--- src/rtl/dds_pwm_pkg.sv ---
// Shared widths, configuration payload and period clamp for the DDS-driven PWM.
//   PERIOD_MIN : smallest effective PWM period in clocks
//   CNT_W      : period / counter / threshold width
//   SAMPLE_W   : DDS sample width
//   SCALE_W    : duty-scale gain width
package dds_pwm_pkg;

  localparam int unsigned PERIOD_MIN = 4;
  localparam int unsigned CNT_W      = 16;
  localparam int unsigned SAMPLE_W   = 8;
  localparam int unsigned SCALE_W    = 8;

  // Period and duty-scale travel together through holding and shadow registers.
  typedef struct packed {
    logic [CNT_W-1:0]   period;
    logic [SCALE_W-1:0] scale;
  } cfg_t;

  // Requested periods below the minimum (including zero) run at the minimum.
  function automatic logic [CNT_W-1:0] eff_period(input logic [CNT_W-1:0] p);
    return (p < CNT_W'(PERIOD_MIN)) ? CNT_W'(PERIOD_MIN) : p;
  endfunction

endpackage

--- src/rtl/dds_pwm_scale.sv ---
// Sample capture and two-stage duty multiply pipeline.
//   clk, rst_n : clock, async active-low reset
//   clr        : forces thr_next to zero (PWM idle)
//   cap_en     : capture data_in into the sample register
//   mul1_en    : scaled   <= (sample * scale) >> SCALE_W
//   mul2_en    : thr_next <= (scaled * period) >> SAMPLE_W
//   data_in    : DDS sample
//   scale      : duty-scale shadow
//   period     : effective PWM period
//   thr_next   : high-time for the next PWM cycle
module dds_pwm_scale
  import dds_pwm_pkg::*;
(
  input  logic                clk,
  input  logic                rst_n,
  input  logic                clr,
  input  logic                cap_en,
  input  logic                mul1_en,
  input  logic                mul2_en,
  input  logic [SAMPLE_W-1:0] data_in,
  input  logic [SCALE_W-1:0]  scale,
  input  logic [CNT_W-1:0]    period,
  output logic [CNT_W-1:0]    thr_next
);

  localparam int unsigned P1_W = SAMPLE_W + SCALE_W;
  localparam int unsigned P2_W = SAMPLE_W + CNT_W;

  logic [SAMPLE_W-1:0] sample_q;
  logic [SAMPLE_W-1:0] scaled_q;
  logic [P1_W-1:0]     prod1;
  logic [P2_W-1:0]     prod2;

  // Full-width products; the shifts truncate, so scaled < 256 keeps thr_next < period.
  always_comb begin
    prod1 = P1_W'(sample_q) * P1_W'(scale);
    prod2 = P2_W'(scaled_q) * P2_W'(period);
  end

  always_ff @(posedge clk or negedge rst_n) begin
    if (!rst_n) begin
      sample_q <= '0;
      scaled_q <= '0;
      thr_next <= '0;
    end else begin
      if (cap_en) begin
        sample_q <= data_in;
      end
      if (mul1_en) begin
        scaled_q <= SAMPLE_W'(prod1 >> SCALE_W);
      end
      if (clr) begin
        thr_next <= '0;
      end else if (mul2_en) begin
        thr_next <= CNT_W'(prod2 >> SAMPLE_W);
      end
    end
  end

endmodule

--- src/rtl/dds_pwm.sv ---
// PWM modulator driven by a DDS sample stream, with cycle-aligned config adoption.
//   sys_clk, sys_rst_n : clock, async active-low reset
//   pwm_en             : run (1) / idle (0)
//   data_in            : DDS sample, valid every clock
//   period, duty_scale : requested configuration, captured on cfg_load
//   cfg_load           : one-clock request to adopt period/duty_scale
//   pwm_out            : registered PWM output
//   cycle_done         : pulse on the last clock of each PWM cycle
//   thr_active         : high-time of the current PWM cycle
module dds_pwm
  import dds_pwm_pkg::*;
#(
  parameter logic [CNT_W-1:0]   DEFAULT_PERIOD = 16'd1000,
  parameter logic [SCALE_W-1:0] DEFAULT_SCALE  = 8'd255
) (
  input  logic                sys_clk,
  input  logic                sys_rst_n,
  input  logic                pwm_en,
  input  logic [SAMPLE_W-1:0] data_in,
  input  logic [CNT_W-1:0]    period,
  input  logic [SCALE_W-1:0]  duty_scale,
  input  logic                cfg_load,
  output logic                pwm_out,
  output logic                cycle_done,
  output logic [CNT_W-1:0]    thr_active
);

  cfg_t             shadow_q;
  cfg_t             shadow_d;
  cfg_t             hold_q;
  cfg_t             cfg_req;
  logic             cfg_pending_q;
  logic [CNT_W-1:0] cnt_q;
  logic [CNT_W-1:0] cnt_d;
  logic [CNT_W-1:0] p_eff;
  logic [CNT_W-1:0] p_next;
  logic [CNT_W-1:0] thr_d;
  logic [CNT_W-1:0] thr_next;
  logic             at_zero;
  logic             wrap;
  logic             pwm_d;
  logic             done_d;
  logic             mul1_en;
  logic             mul2_en;

  // Next-state decode; outputs are registered from next-state values so they
  // line up with the counter value they describe.
  always_comb begin
    cfg_req  = '{period: period, scale: duty_scale};
    p_eff    = eff_period(shadow_q.period);
    at_zero  = pwm_en && (cnt_q == '0);
    wrap     = pwm_en && (cnt_q >= p_eff - CNT_W'(1));
    mul1_en  = pwm_en && (cnt_q == CNT_W'(1));
    mul2_en  = pwm_en && (cnt_q == CNT_W'(2));

    // Shadows only move at cycle start; a request in that same clock wins.
    shadow_d = shadow_q;
    if (at_zero) begin
      if (cfg_load) begin
        shadow_d = cfg_req;
      end else if (cfg_pending_q) begin
        shadow_d = hold_q;
      end
    end
    p_next = eff_period(shadow_d.period);

    cnt_d = '0;
    if (pwm_en && !wrap) begin
      cnt_d = cnt_q + CNT_W'(1);
    end

    // Threshold is loaded as the counter wraps so it is valid from cnt==0.
    thr_d = thr_active;
    if (!pwm_en) begin
      thr_d = '0;
    end else if (wrap) begin
      thr_d = thr_next;
    end

    pwm_d  = pwm_en && (cnt_d < thr_d);
    done_d = pwm_en && (cnt_d == p_next - CNT_W'(1));
  end

  always_ff @(posedge sys_clk or negedge sys_rst_n) begin
    if (!sys_rst_n) begin
      cnt_q         <= '0;
      shadow_q      <= '{period: DEFAULT_PERIOD, scale: DEFAULT_SCALE};
      hold_q        <= '{period: DEFAULT_PERIOD, scale: DEFAULT_SCALE};
      cfg_pending_q <= 1'b0;
      thr_active    <= '0;
      pwm_out       <= 1'b0;
      cycle_done    <= 1'b0;
    end else begin
      cnt_q      <= cnt_d;
      shadow_q   <= shadow_d;
      thr_active <= thr_d;
      pwm_out    <= pwm_d;
      cycle_done <= done_d;
      // Adoption at cycle start consumes any pending request.
      if (at_zero) begin
        cfg_pending_q <= 1'b0;
      end else if (cfg_load) begin
        cfg_pending_q <= 1'b1;
        hold_q        <= cfg_req;
      end
    end
  end

  dds_pwm_scale u_scale (
    .clk      (sys_clk),
    .rst_n    (sys_rst_n),
    .clr      (!pwm_en),
    .cap_en   (at_zero),
    .mul1_en  (mul1_en),
    .mul2_en  (mul2_en),
    .data_in  (data_in),
    .scale    (shadow_q.scale),
    .period   (p_eff),
    .thr_next (thr_next)
  );

endmodule

--- config.mk ---
export PLATFORM = sky130hd
export DESIGN_NAME = dds_pwm
export DESIGN_NICKNAME = d
export VERILOG_FILES = /design/src/rtl/dds_pwm_pkg.sv /design/src/rtl/dds_pwm_scale.sv /design/src/rtl/dds_pwm.sv
export SDC_FILE = /design/constraint.sdc
export NUM_CORES = 1
export LEC_CHECK = 0
export BUFFER_PORTS_ARGS = -buffer_cell sky130_fd_sc_hd__buf_2
export CAP_MARGIN = 20
export CORE_MARGIN = 8
export CORE_UTILIZATION = 58
export CTS_CLUSTER_DIAMETER = 200
export DETAILED_ROUTE_END_ITERATION = 8
export HOLD_SLACK_MARGIN = 0.05
export PLACE_DENSITY = 0.79
export SYNTH_ARGS = -nofsm -noshare
export SYNTH_HDL_FRONTEND = slang
export SYNTH_SLANG_ARGS = --single-unit
--- constraint.sdc ---
create_clock -name sys_clk -period 5.7 [get_ports sys_clk]
set_input_delay 1.14 -clock sys_clk [delete_from_list [all_inputs] [get_ports sys_clk]]
set_output_delay 1.14 -clock sys_clk [all_outputs]
set_load 0.05 [all_outputs]
# After elaboration in Yosys (flattened, before gate mapping)
# Index checks and enable logic that the tools add are counted.
# word_totals
ff_bits	115
in_bits	36
output_inout_bits	18
elab_cells	51
# classes
add_sub_neg	3
mul	2
n_lt_le_gt_ge	4
eq_ne	4
n_mux	12
bitwise	1
reduce_logical	13
# ops
op	n
16-bit 2-to-1 mux	7
24-bit 2-to-1 mux	3
16-bit by 3-bit < comparator with 1-bit output (second input constant)	2
16-bit by 1-bit subtractor with 16-bit output (second input constant)	2
8-bit by 16-bit multiplier with 24-bit output	1
16-bit by 1-bit adder with 16-bit output (second input constant)	1
16-bit by 1-bit equality test with 1-bit output (second input constant)	1
16-bit equality test	1
16-bit by 2-bit equality test with 1-bit output (second input constant)	1
16-bit >= comparator	1
16-bit logical NOT	1
16-bit < comparator	1
8-bit by 8-bit multiplier with 16-bit output	1
1-bit logical AND	7
2-bit AND reduction	2
2-bit nonzero test	2
1-bit 2-to-1 mux	2
2-bit by 1-bit != test with 1-bit output (second input constant)	1
1-bit logical NOT	1
1-bit NOT	1

# Logic depth before layout (Yosys ltp)
# logic_depth
ltp_word	10
depth_mapped	30

# Cells and area by module
# From an unflattened synthesis, not the netlist that was laid out.
# unflattened
hier_cells	1388
area_unflattened_um2	12812.3
# by_module_without_submodules
mod	instances	cells_per_inst	area_each_um2
dds_pwm_scale	1	767	7074.3
dds_pwm	1	621	5738.0

# Least setup slack after synthesis
# OpenSTA, ideal clock, no wires.
# synth_timing
kind	register to register
from	register shadow_q[12] (netlist name)
to	register pwm_out
arrival_ps	5808
t_required_ps	5634
path_slack_ps	-174
stages_incl_launch_ff	30
path_cell_list	dfrtp_1 > nor4_1 > nand4_1 > or2_2 > and2_1 > inv_1 > ha_1 > nand3_1 > nor4_1 > xnor2_1 > ha_1 > nand3_1 > inv_1 > a21oi_1 > and3_1 > clkbuf_1 > clkbuf_1 > mux2i_1 > nand2b_1 > ha_1 > a21o_1 > a21oi_1 > nor2b_1 > o21ai_0 > nand2b_1 > a21oi_1 > nor2b_1 > o21ai_0 > nor4bb_1 > o31a_1
# synth_between
elab_chain_cells	10
# synth_lines
item	line_no	source
from (decl)	dds_pwm.sv:28	cfg_t shadow_q;
from (signal assigned)	dds_pwm.sv:87	shadow_q <= '{period: DEFAULT_PERIOD, scale: DEFAULT_SCALE};
from (signal assigned)	dds_pwm.sv:95	shadow_q <= shadow_d;
16-bit by 3-bit < comparator with 1-bit output	dds_pwm_pkg.sv:21	return (p < CNT_W'(PERIOD_MIN)) ? CNT_W'(PERIOD_MIN) : p;
16-bit 2-to-1 mux *	dds_pwm_pkg.sv:21	
16-bit by 1-bit subtractor with 16-bit output *	dds_pwm.sv:52	wrap = pwm_en && (cnt_q >= p_eff - CNT_W'(1));
16-bit >= comparator *	dds_pwm.sv:52	
1-bit logical AND *	dds_pwm.sv:52	
1-bit logical NOT	dds_pwm.sv:68	if (pwm_en && !wrap) begin
1-bit logical AND	dds_pwm.sv:68	
16-bit 2-to-1 mux	dds_pwm.sv:68	
16-bit < comparator *	dds_pwm.sv:80	pwm_d = pwm_en && (cnt_d < thr_d);
1-bit logical AND *	dds_pwm.sv:80	
named net pwm_d	dds_pwm.sv:41	logic pwm_d;
to (signal assigned)	dds_pwm.sv:97	pwm_out <= pwm_d;
to (decl)	dds_pwm.sv:23	output logic pwm_out,
# The timed path passes the listed nets; every way through them passes the cells marked *.
# A chain may end at the register's enable or synchronous reset.

# Final worst setup path
# layout_timing
from	register shadow_q[14] (netlist name)
to	register u_scale.thr_next[15]
# layout_between
elab_chain_cells	5
# layout_lines
item	line_no	source
16-bit by 3-bit < comparator with 1-bit output	dds_pwm_pkg.sv:21	
16-bit 2-to-1 mux *	dds_pwm_pkg.sv:21	
8-bit by 16-bit multiplier with 24-bit output *	dds_pwm_scale.sv:37	prod2 = P2_W'(scaled_q) * P2_W'(period);
16-bit 2-to-1 mux *	dds_pwm_scale.sv:54	end else if (mul2_en) begin
16-bit 2-to-1 mux *	dds_pwm_scale.sv:52	if (clr) begin
to (signal assigned)	dds_pwm_scale.sv:55	thr_next <= CNT_W'(prod2 >> SAMPLE_W);
to (decl)	dds_pwm_scale.sv:23	output logic [CNT_W-1:0] thr_next
# Mark *: on every way between the ends. The rest lies on a longest branch, timed or not. The select of a mux whose other input is x is not followed.

==> Implementation_results.wiki <==
{| class="wikitable"
! Metric !! Value
|-
| Number of buffers inserted by port buffering || 53
|-
| Critical Path Sink Type || register
|-
| Number of warning messages in the yosys log || 0
|-
| Number of flip-flops and latches in the synthesized netlist || 115
|-
| Die width || 163 um
|-
| Smallest hold slack || 0.508 ns
|-
| Global router's overall resource usage || 24.1%
|-
| Max capacitance violation total || 0
|-
| Layout Nets || 1701
|-
| Startpoint type of the worst setup path || register
|-
| Count of vias placed by the detailed router || 10200
|-
| Most numerous cell in the Yosys netlist || inv_1
|-
| Final cycle utilization of the critical path || 98.6%
|-
| Clock root buffer master || clkbuf_16
|-
| Share of async-settable or async-resettable flops after synthesis || 100%
|-
| Area fraction of the dominant cell type after synthesis || 18.9%
|-
| Number of failing hold endpoints at the final stage || 0
|-
| Overall die area || 0.0265 sq mm
|-
| Part of the Yosys area used for sequential elements || 23.3%
|-
| Number of buffers on the longest clock path || 2
|-
| Critical path's top delay family || adder cells
|-
| Top FF cell, synth || dfrtp_1
|-
| Number of CTS-inserted buffers || 17
|-
| Largest cells by area after synthesis || fa_1, dfrtp_1, ha_1
|-
| Placer Congestion || 0.917
|-
| Worst-skew pair later-pin latency || 0.42 ns
|-
| Outcome || complete, no violations
|-
| Detailed Routing Iterations Pass 1 || 6
|-
| Antenna-violating nets left || 0
|-
| Boundary Pins || 54
|-
| Library cell occupying the most area in the post-synthesis netlist || fa_1
|-
| Setup repair after global routing missed its margin || true
|-
| Max Clock Freq || 178 MHz
|-
| CTS clk-pin slew, worst paths || 0.07 ns
|-
| Summed instance area of the synthesized netlist || 0.0125 sq mm
|-
| Cell with the biggest individual delay on the critical path || dfstp_2
|-
| Vias per Instance || 5.93
|-
| Synthesized netlist net count || 1623
|-
| Initial core utilization || 59.4%
|-
| Number of levels the H-tree was split into || 4
|-
| Number of clock sinks seen by CTS || 115
|-
| Number of different library cells in the post-synthesis netlist || 77
|-
| Finish-stage setup viols || 0
|-
| Max Slew Vio Count || 0
|-
| TritonCTS clock tree || done
|-
| CP Max Fanout || 5
|-
| Count of flip-flops with a built-in enable after synthesis || 0
|-
| Largest stage delay on the critical path || 0.56 ns
|-
| Antenna diode instance count || 0
|-
| Post-route clock skew || 0.0130 ns
|-
| Vertical extent of the die || 163 um
|-
| DRC violation count after routing || 0
|-
| Min Clock Period, post-route || 5.62 ns
|-
| List of most frequent post-synthesis cells || inv_1, nand2_1, fa_1
|-
| Required @ worst endpoint || 6.01 ns
|-
| Number of antenna violations at the first check in global routing || 0
|-
| Share of layout cells above drive strength 1 || 19.0%
|-
| Final global-route overflow total || 0
|-
| Hold WC Path Type || reg2reg
|-
| Category of the critical setup timing path || reg2reg
|-
| Transition time at the pin with the least slew margin || 1.08 ns
|-
| Max_slew headroom || 27.8%
|-
| Core outline area || 0.0211 sq mm
|-
| CP dominant cell by count || fa_1
|-
| HPWL after detailed placement || 23600 um
|-
| Cells after synthesis || 1358
|-
| Wire length after detailed routing || 31700 um
|-
| Global-route wire length before repair || 51500 um
|-
| Hold-fix buffers at CTS || 0
|-
| Maximum number of pins on one net before global-route repair || 73
|-
| DR WL/cell || 18.4 um
|-
| Total number of placement rows || 53
|-
| Synthesized area divided by synthesized cell count || 9.22 sq um
|-
| Arrival time at the worst endpoint || 5.93 ns
|-
| Vias in the first global route || 10400
|-
| Initial DRC count || 774
|-
| Area growth, synth to finish || 13.2%
|-
| Worst path buffer plus inverter count || 5
|}
[layout make-up]
type	instances	area, sq um
Clock buffer	17	425
Clock inverter	15	165
Fill cell	1595	6920
Inverter	178	668
Multi-Input combinational cell	998	8840
Sequential cell	115	2910
Tap cell	275	344
Timing Repair Buffer	126	821
[kinds of logic (layout without fill, tap and decap cells)]
logic type | after synthesis | count (layout) | share of synthesized area [%]
multiplexers | 50 | 50 | 4.28
flip-flops | 115 | 115 | 23.3
XOR/XNOR | 57 | 57 | 3.99
AO/OA/AOI/OAI | 189 | 189 | 10.8
adder cells (fa/ha/maj) | 229 | 229 | 30.0
AND/OR/NAND/NOR | 473 | 473 | 20.1
buffers and inverters | 245 | 336 | 7.60
[registers in the layout, summed over array words and instances, names as in the netlist]
signal,flops
thr_active,16
pwm_out,1
u_scale.scaled_q,8
cnt_q,16
shadow_q,24
u_scale.sample_q,8
hold_q,24
u_scale.thr_next,16
cfg_pending_q,1
cycle_done,1
[cells in the final DEF, fill, tap and decap left out, types with 38 or more instances in the layout]
master	netlist	routed
inv_1	176	176
nand2_1	175	173
fa_1	118	116
ha_1	111	109
and2_1	90	87
dfrtp_1	87	87
buf_4	1	71
buf_2	1	53
nor2_1	44	42
xnor2_1	38	38
[repair_timing]
item                       in CTS  in global routing
gates cloned                    0                  1
setup buffers                   2                  5
setup endpoints to repair      13                 14
gates resized for setup         9                 39
pin swaps                       7                 33
[worst reg2reg max path: stages (launching register included)]
cell and delay (ns):
dfstp_2 0.56, nor4_4 0.05, nand4_1 0.10, buf_6 0.13
nor3_2 0.04, or2_4 0.28, buf_4 0.16, and2_1 0.17
fa_2 0.35, fa_1 0.53, inv_1 0.05, fa_1 0.47
fa_1 0.51, inv_1 0.06, ha_4 0.26, nand4_1 0.11
nor3_2 0.17, o211ai_1 0.19, a31oi_1 0.27, buf_4 0.20
a41oi_4 0.13, a21oi_4 0.20, a31oi_1 0.12, xnor2_1 0.17
o21ai_1 0.08, and2_1 0.16
[worst paths after layout]
check / from / end / slack, ns / cells after the start
worst max-delay path: shadow_q[14]$_DFF_PN1_ / u_scale.thr_next[15]$_DFFE_PN0P_ / 0.08 / 25
worst min-delay path: hold_q[8]$_DFFE_PN0P_ / hold_q[8]$_DFFE_PN0P_ / 0.51 / 1
worst max register to register: shadow_q[14]$_DFF_PN1_ / u_scale.thr_next[15]$_DFFE_PN0P_ / 0.08 / 25
worst min register to register: hold_q[8]$_DFFE_PN0P_ / hold_q[8]$_DFFE_PN0P_ / 0.51 / 1
max in group asynchronous: sys_rst_n / u_scale.thr_next[12]$_DFFE_PN0P_ / 3.71 / 2
min in group asynchronous: sys_rst_n / u_scale.sample_q[0]$_DFFE_PN0P_ / 0.83 / 1
[metal layers]
metal | part of all wire, % | vias up | track usage, %
met5 | 0 | - | 0
li1 | - | 4682 | -
met1 | 41 | 5071 | 30.5
met3 | 6.9 | 77 | 5.13
met4 | 3.0 | 0 | 8.38
met2 | 49 | 395 | 40.4
[metrics by stage]
step	setup WS (ns)	instances	utilization (%)	setup TNS [ns]	instance area, sq um
floorplan	0.0181	1358	-	0	12500
global placement	-0.0534	1683	63.2	-0.0846	13300
detailed placement	-0.249	1683	63.2	-1.43	13300
CTS	0.0335	1717	66.2	0	14000
global route	-0.172	1724	67.2	-1.50	14200
finish	0.0806	1724	67.2	0	14200
Power is left out: the tool's default activity adds up to more than one toggle a clock period on the data nets, which glitch-free logic cannot reach.
